--- config.mk ---
export PLATFORM = sky130hd
export DESIGN_NAME = rv_muldiv_flat
export DESIGN_NICKNAME = d
export VERILOG_FILES = /design/src/rtl/muldiv_pkg.sv /design/src/rtl/rv_muldiv_if.sv /design/src/rtl/muldiv_signfix.sv /design/src/rtl/rv_muldiv.sv /design/src/flat_wrapper.sv
export SDC_FILE = /design/constraint.sdc
export NUM_CORES = 1
export LEC_CHECK = 0
export CAP_MARGIN = 10
export CELL_PAD_IN_SITES_DETAIL_PLACEMENT = 0
export CELL_PAD_IN_SITES_GLOBAL_PLACEMENT = 1
export CORE_ASPECT_RATIO = 0.7
export CORE_MARGIN = 2
export CORE_UTILIZATION = 48
export CTS_CLUSTER_SIZE = 30
export DETAILED_ROUTE_END_ITERATION = 6
export GPL_TIMING_DRIVEN = 1
export PLACE_DENSITY_LB_ADDON = 0.08
export SKIP_LAST_GASP = 1
export SYNTH_ARGS = -nofsm -noshare
export SYNTH_HDL_FRONTEND = slang
export SYNTH_SLANG_ARGS = --single-unit
--- constraint.sdc ---
create_clock -name clk -period 13 [get_ports clk]
set_clock_uncertainty 0.1 [all_clocks]
set_input_delay 2.6 -clock clk [delete_from_list [all_inputs] [get_ports clk]]
set_output_delay 2.6 -clock clk [all_outputs]
set_load 0.03 [all_outputs]
--- src/rtl/muldiv_pkg.sv ---
// Shared encodings for the M-extension unit: funct3 ops, FSM states, ALUOp selector.
// Pure declarations: no latency, no flow control.
// Imported by the decoder, the hazard unit and the multiply/divide datapath.
package muldiv_pkg;

  typedef enum logic [2:0] {
    MD_MUL    = 3'b000,
    MD_MULH   = 3'b001,
    MD_MULHSU = 3'b010,
    MD_MULHU  = 3'b011,
    MD_DIV    = 3'b100,
    MD_DIVU   = 3'b101,
    MD_REM    = 3'b110,
    MD_REMU   = 3'b111
  } md_op_e;

  typedef enum logic [1:0] {
    IDLE = 2'd0,
    CALC = 2'd1,
    DONE = 2'd2
  } md_state_e;

  // ALU_MULDIV routes an R-type instruction with funct7=0000001 to rv_muldiv.
  typedef enum logic [1:0] {
    ALU_ADD    = 2'b00,
    ALU_BRANCH = 2'b01,
    ALU_FUNCT  = 2'b10,
    ALU_MULDIV = 2'b11
  } alu_op_e;

  function automatic logic md_is_div(input logic [2:0] f);
    return f[2];
  endfunction

  function automatic logic md_is_rem(input logic [2:0] f);
    return f[2] & f[1];
  endfunction

endpackage

--- src/rtl/rv_muldiv_if.sv ---
// EX-stage request/response bundle between the pipeline and rv_muldiv.
// Wires only: no latency; the pipeline stalls on busy | (start & ~done).
// master = pipeline side, slave = multiply/divide unit.
interface rv_muldiv_if #(
  parameter int XLEN = 32
);
  logic            start;
  logic [2:0]      funct3;
  logic [XLEN-1:0] op_a;
  logic [XLEN-1:0] op_b;
  logic            flush;
  logic            busy;
  logic            done;
  logic [XLEN-1:0] result;

  modport master (
    output start, funct3, op_a, op_b, flush,
    input  busy, done, result
  );

  modport slave (
    input  start, funct3, op_a, op_b, flush,
    output busy, done, result
  );
endinterface

--- src/rtl/muldiv_signfix.sv ---
// Operand magnitude/sign extraction and final conditional negation for rv_muldiv.
// Combinational, zero latency; no flow control.
// The negate-result flag follows the remainder-takes-dividend-sign rule.
module muldiv_signfix
  import muldiv_pkg::*;
#(
  parameter int XLEN = 32
) (
  input  logic [2:0]        funct3,
  input  logic [XLEN-1:0]   op_a,
  input  logic [XLEN-1:0]   op_b,
  output logic [XLEN-1:0]   mag_a,
  output logic [XLEN-1:0]   mag_b,
  output logic              neg_res,
  input  logic [2*XLEN-1:0] raw,
  input  logic              raw_neg,
  output logic [2*XLEN-1:0] fixed
);

  logic a_signed;
  logic b_signed;
  logic sign_a;
  logic sign_b;

  always_comb begin
    a_signed = 1'b1;
    b_signed = 1'b1;
    unique case (md_op_e'(funct3))
      MD_MULHSU:                  b_signed = 1'b0;
      MD_MULHU, MD_DIVU, MD_REMU: begin
        a_signed = 1'b0;
        b_signed = 1'b0;
      end
      default: ;
    endcase
  end

  assign sign_a  = a_signed & op_a[XLEN-1];
  assign sign_b  = b_signed & op_b[XLEN-1];
  assign mag_a   = sign_a ? -op_a : op_a;
  assign mag_b   = sign_b ? -op_b : op_b;
  assign neg_res = md_is_rem(funct3) ? sign_a : (sign_a ^ sign_b);

  // Negating the full 2*XLEN value keeps MULH* high halves correct.
  assign fixed   = raw_neg ? -raw : raw;

endmodule

--- src/rtl/rv_muldiv.sv ---
// Iterative RV32M/RV64M multiply/divide: shift-add multiplier, restoring divider.
// Latency XLEN+1 cycles (1 for divide-by-zero / signed overflow); one-cycle done pulse.
// No internal queue: start is ignored while busy, flush aborts to IDLE without done.
module rv_muldiv
  import muldiv_pkg::*;
#(
  parameter int XLEN = 32
) (
  input logic          clk,
  input logic          reset,
  rv_muldiv_if.slave   md
);

  localparam int CNT_W = $clog2(XLEN) + 1;

  md_state_e         state;
  md_state_e         state_d;
  logic [CNT_W-1:0]  cnt;
  logic [2:0]        op_q;
  logic              neg_q;
  logic [XLEN-1:0]   opnd_q;
  logic [2*XLEN-1:0] acc;
  logic [2*XLEN-1:0] acc_next;
  logic [XLEN-1:0]   result_q;

  logic [XLEN-1:0]   mag_a;
  logic [XLEN-1:0]   mag_b;
  logic              neg_res;
  logic [2*XLEN-1:0] fix_in;
  logic [2*XLEN-1:0] fix_out;
  logic [XLEN-1:0]   final_val;

  logic              launch;
  logic              last;
  logic              div_zero;
  logic              div_ovf;
  logic              special;
  logic [XLEN-1:0]   special_val;
  logic [XLEN:0]     div_cand;
  logic [XLEN:0]     div_trial;
  logic [XLEN:0]     mul_sum;

  muldiv_signfix #(.XLEN(XLEN)) u_signfix (
    .funct3  (md.funct3),
    .op_a    (md.op_a),
    .op_b    (md.op_b),
    .mag_a   (mag_a),
    .mag_b   (mag_b),
    .neg_res (neg_res),
    .raw     (fix_in),
    .raw_neg (neg_q),
    .fixed   (fix_out)
  );

  assign launch   = (state != CALC) && md.start && !md.flush;
  assign last     = (state == CALC) && (cnt == CNT_W'(XLEN - 1));
  assign div_zero = md_is_div(md.funct3) && (md.op_b == '0);
  assign div_ovf  = ((md.funct3 == MD_DIV) || (md.funct3 == MD_REM)) &&
                    (md.op_a == {1'b1, {(XLEN-1){1'b0}}}) && (md.op_b == '1);
  assign special  = div_zero || div_ovf;

  always_comb begin
    special_val = '0;
    if (div_zero)
      special_val = md_is_rem(md.funct3) ? md.op_a : '1;
    else if (div_ovf)
      special_val = md_is_rem(md.funct3) ? '0 : md.op_a;
  end

  always_comb begin
    state_d = state;
    unique case (state)
      IDLE, DONE: begin
        if (md.start) state_d = special ? DONE : CALC;
        else          state_d = IDLE;
      end
      CALC:    if (last) state_d = DONE;
      default: state_d = IDLE;
    endcase
    if (md.flush) state_d = IDLE;
  end

  always_ff @(posedge clk) begin
    if (reset) state <= IDLE;
    else       state <= state_d;
  end

  // acc is {partial product, multiplier} for MUL*, {remainder, quotient} for DIV/REM.
  always_comb begin
    div_cand  = acc[2*XLEN-1:XLEN-1];
    div_trial = div_cand - {1'b0, opnd_q};
    mul_sum   = {1'b0, acc[2*XLEN-1:XLEN]} + (acc[0] ? {1'b0, opnd_q} : '0);
    acc_next  = '0;
    if (md_is_div(op_q)) begin
      if (!div_trial[XLEN]) acc_next = {div_trial[XLEN-1:0], acc[XLEN-2:0], 1'b1};
      else                  acc_next = {div_cand[XLEN-1:0],  acc[XLEN-2:0], 1'b0};
    end else begin
      acc_next = {mul_sum, acc[XLEN-1:1]};
    end
  end

  always_comb begin
    fix_in = acc_next;
    if (md_is_div(op_q))
      fix_in = md_is_rem(op_q) ? {{XLEN{1'b0}}, acc_next[2*XLEN-1:XLEN]}
                               : {{XLEN{1'b0}}, acc_next[XLEN-1:0]};
    if (md_is_div(op_q) || (op_q == MD_MUL)) final_val = fix_out[XLEN-1:0];
    else                                     final_val = fix_out[2*XLEN-1:XLEN];
  end

  always_ff @(posedge clk) begin
    if (reset) begin
      cnt      <= '0;
      op_q     <= '0;
      neg_q    <= 1'b0;
      opnd_q   <= '0;
      acc      <= '0;
      result_q <= '0;
    end else if (launch) begin
      cnt    <= '0;
      op_q   <= md.funct3;
      neg_q  <= neg_res;
      opnd_q <= mag_b;
      acc    <= {{XLEN{1'b0}}, mag_a};
      if (special) result_q <= special_val;
    end else if ((state == CALC) && !md.flush) begin
      acc <= acc_next;
      cnt <= cnt + CNT_W'(1);
      if (last) result_q <= final_val;
    end
  end

  assign md.busy   = (state == CALC);
  assign md.done   = (state == DONE);
  assign md.result = result_q;

endmodule
--- src/flat_wrapper.sv ---
// flat-port wrapper written by rule: the top's interface ports become plain ports
module rv_muldiv_flat import muldiv_pkg::*;
#(
  parameter int XLEN = 32
)
  (clk, reset, md_start, md_funct3, md_op_a, md_op_b, md_flush, md_busy, md_done, md_result);
  rv_muldiv_if #(.XLEN(XLEN)) md_i ();
  input logic clk;
  input logic reset;
  input wire logic [$bits(md_i.start)-1:0] md_start;
  input wire logic [$bits(md_i.funct3)-1:0] md_funct3;
  input wire logic [$bits(md_i.op_a)-1:0] md_op_a;
  input wire logic [$bits(md_i.op_b)-1:0] md_op_b;
  input wire logic [$bits(md_i.flush)-1:0] md_flush;
  output wire logic [$bits(md_i.busy)-1:0] md_busy;
  output wire logic [$bits(md_i.done)-1:0] md_done;
  output wire logic [$bits(md_i.result)-1:0] md_result;
  assign md_i.start = md_start;
  assign md_i.funct3 = md_funct3;
  assign md_i.op_a = md_op_a;
  assign md_i.op_b = md_op_b;
  assign md_i.flush = md_flush;
  assign md_busy = md_i.busy;
  assign md_done = md_i.done;
  assign md_result = md_i.result;
  rv_muldiv #(.XLEN(XLEN)) u_core (.clk(clk), .reset(reset), .md(md_i));
endmodule
Word-level counts from Yosys, hierarchy flattened
Index checks and enable logic that the tools add are counted.

Output and inout port bits: 34. Logic and storage cells: 81. Bits in registers: 140.

Bitwise gates (word level): 5. Muxes and demuxes: 26. Equality and inequality tests: 14. Reduce and logical (&&, ||, !) cells: 22. $add $sub $neg: 6.

Operators by type and width (count): 2-to-1 mux 32 bit (15); 2-to-1 mux 64 bit (4); == test 32 bit (second input constant) (2); negator 32 bit (2); negator 64 bit (1); adder 32 x 32 -> 33 bit (1); subtractor 33 x 32 -> 33 bit (1); logical NOT 32 bit (1); == test 3 bit (second input constant) (4); logical AND 1 bit (7); adder 6 x 1 -> 6 bit (second input constant) (1); == test 3 x 2 -> 1 bit (second input constant) (2); == test 6 x 5 -> 1 bit (second input constant) (1); 2-to-1 mux 2 bit (3); OR reduction 2 bit (3); bitwise AND 1 bit (4); != test 2 x 1 -> 1 bit (second input constant) (2); case mux 2 bit (2 select lines) (1); nonzero test 2 bit (2); OR reduction 4 bit (1); logical NOT 3 bit (1); logical OR 1 bit (3); 2-to-1 mux 1 bit (3); AND reduction 3 bit (1); other kinds (7) (7).

Depth between registers and ports, before layout
Gate-level depths: netlist (run 1).

Word-level depth: 11. Gate-level depth with buffers: 23. Mapped depth without buffers: 22.

Cells and area by module
Synthesis (run 1) repeated with hierarchy kept, for this count alone.

Cells, all modules: 1968. Area, all modules: 14081.0 um^2.

By module, submodules not included: rv_muldiv (area an instance 11224.5 um^2, cells each 1556, times used 1); muldiv_signfix (area an instance 2856.5 um^2, cells each 412, times used 1).

Worst setup path after synthesis (run 1)
OpenSTA, ideal clock, no wires.

Kind: input port to flip-flop. Start point: input md_op_a[0]. End point: register u_core.result_q[30], in the netlist u_core.md.result[30]. Data arrival time: 6.003 ns. Setup time: 0.086 ns. Stages: 15. Data required time: 12.814 ns. Slack: 6.812 ns. Buffers on the path: 2. Cells stage by stage: inv_1 > ha_1 > or3b_2 > or4_1 > nor4_1 > and2_1 > nand2_1 > o21ai_0 > and2_1 > clkbuf_1 > buf_1 > o21ai_0 > a311oi_1 > o41ai_1 > a211oi_1.

Cells in the longest elaborated chain, start to end: 7. Elaborated cells between the ends (all ways): 10. Classes of those cells: eq/ne: 2; mux: 4; reduce/logical: 4.

Ends and longest elaborated chain: from (decl) (line flat_wrapper.sv:12) `input wire logic [$bits(md_i.op_a)-1:0] md_op_a;`; == test 32 bit * (line rv_muldiv.sv:59) `(md.op_a == {1'b1, {(XLEN-1){1'b0}}}) && (md.op_b == '1);`; logical AND 1 bit * (line rv_muldiv.sv:58) `assign div_ovf = ((md.funct3 == MD_DIV) || (md.funct3 == MD_REM)) &&`; logical AND 1 bit * (line rv_muldiv.sv:59); 2-to-1 mux 32 bit (line rv_muldiv.sv:66) `else if (div_ovf)`; 2-to-1 mux 32 bit (line rv_muldiv.sv:64) `if (div_zero)`; 2-to-1 mux 32 bit (line rv_muldiv.sv:125) `if (special) result_q <= special_val;`; 2-to-1 mux 32 bit (line rv_muldiv.sv:119) `end else if (launch) begin`; to (signal assigned) (line rv_muldiv.sv:125); to (signal assigned) (line rv_muldiv.sv:129) `if (last) result_q <= final_val;`; to (decl) (line rv_muldiv.sv:24) `logic [XLEN-1:0] result_q;`.

Mark *: on every way between the ends. The rest lies on a longest branch, timed or not. The select of a mux whose other input is x is not followed. A chain may end at the register's enable or synchronous reset.

Final worst setup path (run 1)
Start point: input md_op_a[1]. End point: register u_core.result_q[28], in the netlist u_core.md.result[28].

Same word-level chain as after synthesis.

==> flow_metrics.tcl, run 1 <==
set metrics [dict create \
    cts_tree "yes" \
    cts.repair.resized 0 \
    worst_pin_slew_ns 1.21 \
    setup_viol 0 \
    hold_path.class "flop to flop" \
    clk_pin_slew_ns 0.07 \
    io_pins 105 \
    vias 18000 \
    syn_area_mm2 0.0155 \
    synthArstFlopShare 0 \
    die_area_mm2 0.0339 \
    max_cap_violations 0 \
    drive_gt1_frac 0.0630 \
    overflow 0 \
    slew_viol_final 0 \
    drt-total-wl_um 68100 \
    tns_ns 0 \
    synth_area_leader_cell "dfxtp_1" \
    syn2layout_area_growth_pct 11.7 \
    syn_avg_cell_area_um2 6.98 \
    ant_nets 0 \
    synthCells 2226 \
    gp_congestion 1.05 \
    ys_types 102 \
    rsz0062_at_grt "false" \
    final_hold_viol_count 0 \
    critPathCaptureType "flop" \
    synth_top_area_share 0.180 \
    synth-compound-area-share 0.333 \
    clockBufferDepth 2 \
    place_hpwl_um 53400 \
    drtPass1Iterations 7 \
    drtIter0Drc 2417 \
    wl_met2_um 26900 \
    clock_sinks 140 \
    synth-xor-area-share 0.0626 \
    port_buffers 104 \
    avgViaCountPerCell 6.73 \
    power.density_mw_per_mm2 91.5 \
    numCtsBuffers 17 \
    fp.dieH_um 155 \
    post-cts-setup-buffers 0 \
    yosys-mux-area-fraction 0.0365 \
    syn_nets 2368 \
    worstPathArrival_ns 7.20 \
    post-synth-top-count-cell "nor2_1" \
    fin_crit_sh 0.532 \
    peakVddDrop_mv 0.0944 \
    fmax_mhz 145 \
    synth_seq_cells 140 \
    synthAdderAreaFrac 0.0581 \
    grt_pass1_vias 16400 \
    diodes 0 \
    final_core_util 0.541 \
    wl_met1_um 30100 \
    synth_top_family_by_area "compound AO/OA/AOI/OAI gates" \
    start_kind "input pin" \
    coreArea_mm2 0.0321 \
    die_w_um 219 \
    timing.final.crit_period_ns 6.91 \
    cellLeakagePower_nw 6.40 \
    ys.flop_type "dfxtp_1" \
    synth-simple-area-share 0.278 \
    ctsHtreeMaxLevel 4 \
    cts_hold_buf 0 \
    worstPathRequired_ns 13.28 \
    grt_max_degree 106 \
    fp-row-count 55 \
    antenna_found_initial 1 \
    top_layer "met5" \
    track_usage 0.397 \
    synth_area_leaders "dfxtp_1 18%, a21oi_1 6.5%, nor2_1 6.3%" \
    synth.top_cells.by_count "262 x nor2_1, 207 x nand2_1, 202 x a21oi_1, 149 x o21ai_0, 140 x dfxtp_1" \
    drc 0 \
    p_total_mw 1.59 \
    synth_edf_count 0 \
    yosysSeqAreaShare 0.180 \
    clk_latency_ns 0.46 \
    cts_root_buffer "clkbuf_16" \
    slew_headroom 0.187 \
    start_util 0.485 \
    status "finished clean" \
    crit_fanout 25 \
    hold_slack_ns 0.374 \
    grt_pass1_wl_um 101000 \
    wire_per_inst_um 25.4 \
    fin_nets 2382 \
    ys.warnings.count 0 \
    wl_met3_um 8880 \
    path_class "input pin to flop" \
]
## stage by stage
| step | instance area [µm²] | cells | setup slack, ns |
|---|---|---|---|
| 2_1_floorplan | 15500 | 2226 | 6.81 |
| 3_3_place_gp | 16800 | 2648 | 5.94 |
| 3_5_place_dp | 16800 | 2648 | 5.83 |
| 4_1_cts | 17400 | 2680 | 6.30 |
| 5_1_grt | 17400 | 2680 | 5.73 |
| 6_report | 17400 | 2680 | 6.09 |
## worst max-delay path, stage by stage
cell and delay (ns):
clkdlybuf4s50_1 0.50, inv_1 0.09, ha_1 0.16, or3b_2 0.47
or4_1 0.53, nor4_1 0.34, and2_1 0.23, nand2_1 0.11
o21ai_0 0.21, buf_4 0.18, and2_1 0.32, buf_4 0.37
nand2_1 0.26, o21ai_0 0.54, a21oi_1 0.07, o21ai_0 0.18
## flip-flops by register name, indices dropped and copies added (netlist names)
| register | count |
|---|---|
| u_core.neg_q | 1 |
| u_core.state | 2 |
| u_core.opnd_q | 32 |
| u_core.md.result | 32 |
| u_core.acc | 64 |
| u_core.op_q | 3 |
| u_core.cnt | 6 |
## layout by cell type (no fill, tap or decap), types with 14 or more instances in the layout
cell type,count
a211oi_1,107
a21o_1,36
a21oi_1,202
a311oi_1,14
a31oi_1,30
and2_1,63
and3_1,16
buf_4,31
clkbuf_16,17
clkdlybuf4s50_1,103
dfxtp_1,138
ha_1,69
inv_1,59
mux2i_1,41
nand2_1,207
nand3_1,41
nand4_1,40
nor2_1,261
nor2b_1,18
nor3_1,78
nor4_1,26
o211ai_1,23
o21a_1,20
o21ai_0,148
o31ai_1,35
o41ai_1,15
or3_1,35
or4_1,16
xnor2_1,56
xor2_1,55
## where the power goes
part           internal (mW)  switching [mW]
Clock                  0.255           0.239
Sequential             0.447          0.0322
Combinational          0.201           0.414
## layout make-up
class | count | area (µm²)
Clock buffer | 17 | 425
Multi-Input combinational cell | 1887 | 12000
Tap cell | 427 | 534
Fill cell | 3209 | 14700
Clock inverter | 15 | 150
Timing Repair Buffer | 134 | 1260
Inverter | 60 | 225
Sequential cell | 140 | 2810
## metal layers
| metal | vias to the layer above | global-route usage |
|---|---|---|
| met2 | 938 | 0.545 |
| met3 | 130 | 0.153 |
| met1 | 8617 | 0.561 |
| met5 | - | 0.0232 |
| li1 | 8358 | - |
| met4 | 4 | 0.123 |
## cells by family after synthesis
logic type                 count (synthesis)
DFF                                      140
adders and majority gates                 71
buffers and inverters                    199
and+or+nand+nor                          874
xor gates and xnor gates                 111
AOI/OAI and AO/OA                        777
muxes                                     54
## path summary, 6_finish.rpt
path              depth (start not counted)             start  slack [ns]                    to
hold / removal                            2  u_core.opnd_q[0]        0.37      u_core.opnd_q[0]
hold reg to reg                           2  u_core.opnd_q[0]        0.37      u_core.opnd_q[0]
setup reg to reg                         21    u_core.acc[31]        6.20  u_core.md.result[16]
setup / recovery                         16        md_op_a[1]        6.09  u_core.md.result[28]
Power figures use the tool's default switching activity.
==> run 2: changes to the inputs <==
--- a/config.mk
+++ b/config.mk
@@ -10,7 +10,7 @@
 export CELL_PAD_IN_SITES_GLOBAL_PLACEMENT = 1
 export CORE_ASPECT_RATIO = 0.7
 export CORE_MARGIN = 2
-export CORE_UTILIZATION = 48
+export CORE_UTILIZATION = 40
 export CTS_CLUSTER_SIZE = 30
 export DETAILED_ROUTE_END_ITERATION = 6
 export GPL_TIMING_DRIVEN = 1
==> constraint.sdc (replaced) <==
create_clock -name clk -period 6.3 [get_ports clk]
set_clock_uncertainty 0.1 [all_clocks]
set_input_delay 1.26 -clock clk [delete_from_list [all_inputs] [get_ports clk]]
set_output_delay 1.26 -clock clk [all_outputs]
set_load 0.03 [all_outputs]
==> flow_metrics.tcl, run 2 (same netlist as run 1, synthesis figures left out) <==
set metrics [dict create \
    cts_root_buffer "clkbuf_16" \
    hold_path.class "flop to flop" \
    grt_pass1_vias 16700 \
    drive_gt1_frac 0.0882 \
    reg2reg_setup_slack_ns 0.30 \
    numCtsBuffers 17 \
    track_usage 0.365 \
    critPathTopFamily "simple AND/OR/NAND/NOR gates" \
    die_w_um 240 \
    drt-total-wl_um 74600 \
    p_total_mw 3.38 \
    mostFrequentLayoutCells "261 x nor2_1, 207 x nand2_1, 202 x a21oi_1" \
    gp_congestion 1.02 \
    final_core_util 0.469 \
    clk_pin_slew_ns 0.07 \
    drtPass1Iterations 5 \
    fin_nets 2443 \
    port_buffers 104 \
    rr_endpoint "u_core.md.result[8]" \
    clockBufferDepth 2 \
    crit_fanout 9 \
    place_hpwl_um 60200 \
    ant_nets 0 \
    cts_tree "yes" \
    die_area_mm2 0.0405 \
    ctsHtreeMaxLevel 4 \
    io_pins 105 \
    fill_cells 3953 \
    rr_startpoint "u_core.acc[31]" \
    hold_path_depth 2 \
    start_kind "flop" \
    wire_per_inst_um 26.3 \
    largest_reg_flops 64 \
    timing.final.crit_period_ns 6.00 \
    grt_pass1_wl_um 110000 \
    vias 18300 \
    worstPathRequired_ns 6.55 \
    path_class "flop to flop" \
    worstPathArrival_ns 6.24 \
    cellLeakagePower_nw 6.71 \
    peakVddDrop_mv 0.200 \
    power.density_mw_per_mm2 188 \
    hold_slack_ns 0.351 \
    rsz0062_at_grt "false" \
    slew_headroom 0.212 \
    fin_crit_sh 0.952 \
    fin_cells 2841 \
    worst_pin_slew_ns 1.18 \
    critPathCaptureType "flop" \
    avgViaCountPerCell 6.44 \
    drtIter0Drc 2629 \
    coreArea_mm2 0.0384 \
    clk_latency_ns 0.46 \
    fp.dieH_um 169 \
    status "finished clean" \
    layout_commonest_cell "nor2_1" \
    setup_viol 0 \
    slowest_delay_ns 0.64 \
    largest-register "u_core.acc" \
    crit_chain "inv_1 -> ha_1 -> inv_1 -> fa_1 -> a211oi_2 -> o211ai_1 -> and3_1 -> o311a_2 -> nor2_2 -> o211ai_1 -> nor3_1 -> nor4b_2 -> nand3_1 -> nor4_4 -> buf_4 -> inv_2 -> or3_1 -> a32o_1" \
    crit_path_top_delay_cell "nor4b_2" \
    grt_max_degree 115 \
    fmax_mhz 167 \
    max_cap_violations 0 \
    worstHoldStart "u_core.md.result[29]" \
    hold-path-endpoint "u_core.md.result[29]" \
    tns_ns 0 \
    worstRegToRegCells 18 \
    drc 0 \
    antenna_found_initial 4 \
    overflow 0 \
    start_util 0.405 \
    place_inst 2805 \
    syn2layout_area_growth_pct 15.7 \
    fp-row-count 60 \
    crit_buf_inv 4 \
    slew_viol_final 0 \
    diodes 0 \
    final_hold_viol_count 0 \
    clock_sinks 140 \
]
run 2: power by group:
group / total (mW) / internal [mW] / switching (mW)
sequential: 0.982 / 0.923 / 0.0588
combinational: 1.36 / 0.457 / 0.906
clock: 1.04 / 0.562 / 0.473
run 2: per-layer routing:
layer	vias up	share of wire	global-route usage
li1	8504	-	-
met1	8781	0.47	0.549
met2	928	0.39	0.501
met3	80	0.12	0.113
met4	4	0.016	0.0726
met5	-	0.00035	0
run 2: worst max-delay path by stage:
stage                               from                   end  depth (start not counted)
after CTS                 u_core.acc[31]   u_core.md.result[9]                         19
after detailed placement  u_core.acc[31]   u_core.md.result[9]                         19
after global placement        md_op_a[0]  u_core.md.result[14]                         15
final                     u_core.acc[31]   u_core.md.result[8]                         18
after floorplan           u_core.acc[31]  u_core.md.result[18]                         22
after global routing      u_core.acc[31]  u_core.md.result[25]                         18
run 2: worst reg2reg max path: stages (launching register included):
cell	delay (ns)
dfxtp_1	0.35
inv_1	0.07
ha_1	0.17
inv_1	0.06
fa_1	0.44
a211oi_2	0.25
o211ai_1	0.24
and3_1	0.32
o311a_2	0.46
nor2_2	0.27
o211ai_1	0.18
nor3_1	0.56
nor4b_2	0.64
nand3_1	0.44
nor4_4	0.45
buf_4	0.24
inv_2	0.04
or3_1	0.36
a32o_1	0.26
run 2: cell type report:
class,instances,area [µm²],share of cell area
multi-input combinational,1887,12000,0.666
sequential,140,2810,0.156
timing repair buffer,195,1730,0.0963
tap,527,659,0.0367
clock buffer,19,443,0.0246
inverter,60,225,0.0125
clock inverter,13,130,0.00724
run 2: per-stage QoR:
stage / instance area, µm² / worst slack, ns
after floorplan: 15500 / 1.12
after global placement: 17400 / 0.320
after detailed placement: 17400 / 0.236
after CTS: 17900 / 0.217
after global routing: 18000 / 0.0875
final: 18000 / 0.303
run 2: timing repair:
action,in CTS,in global routing
setup endpoints to repair,0,10
setup buffers,0,2
resized for setup,0,3
hold buffers,0,0
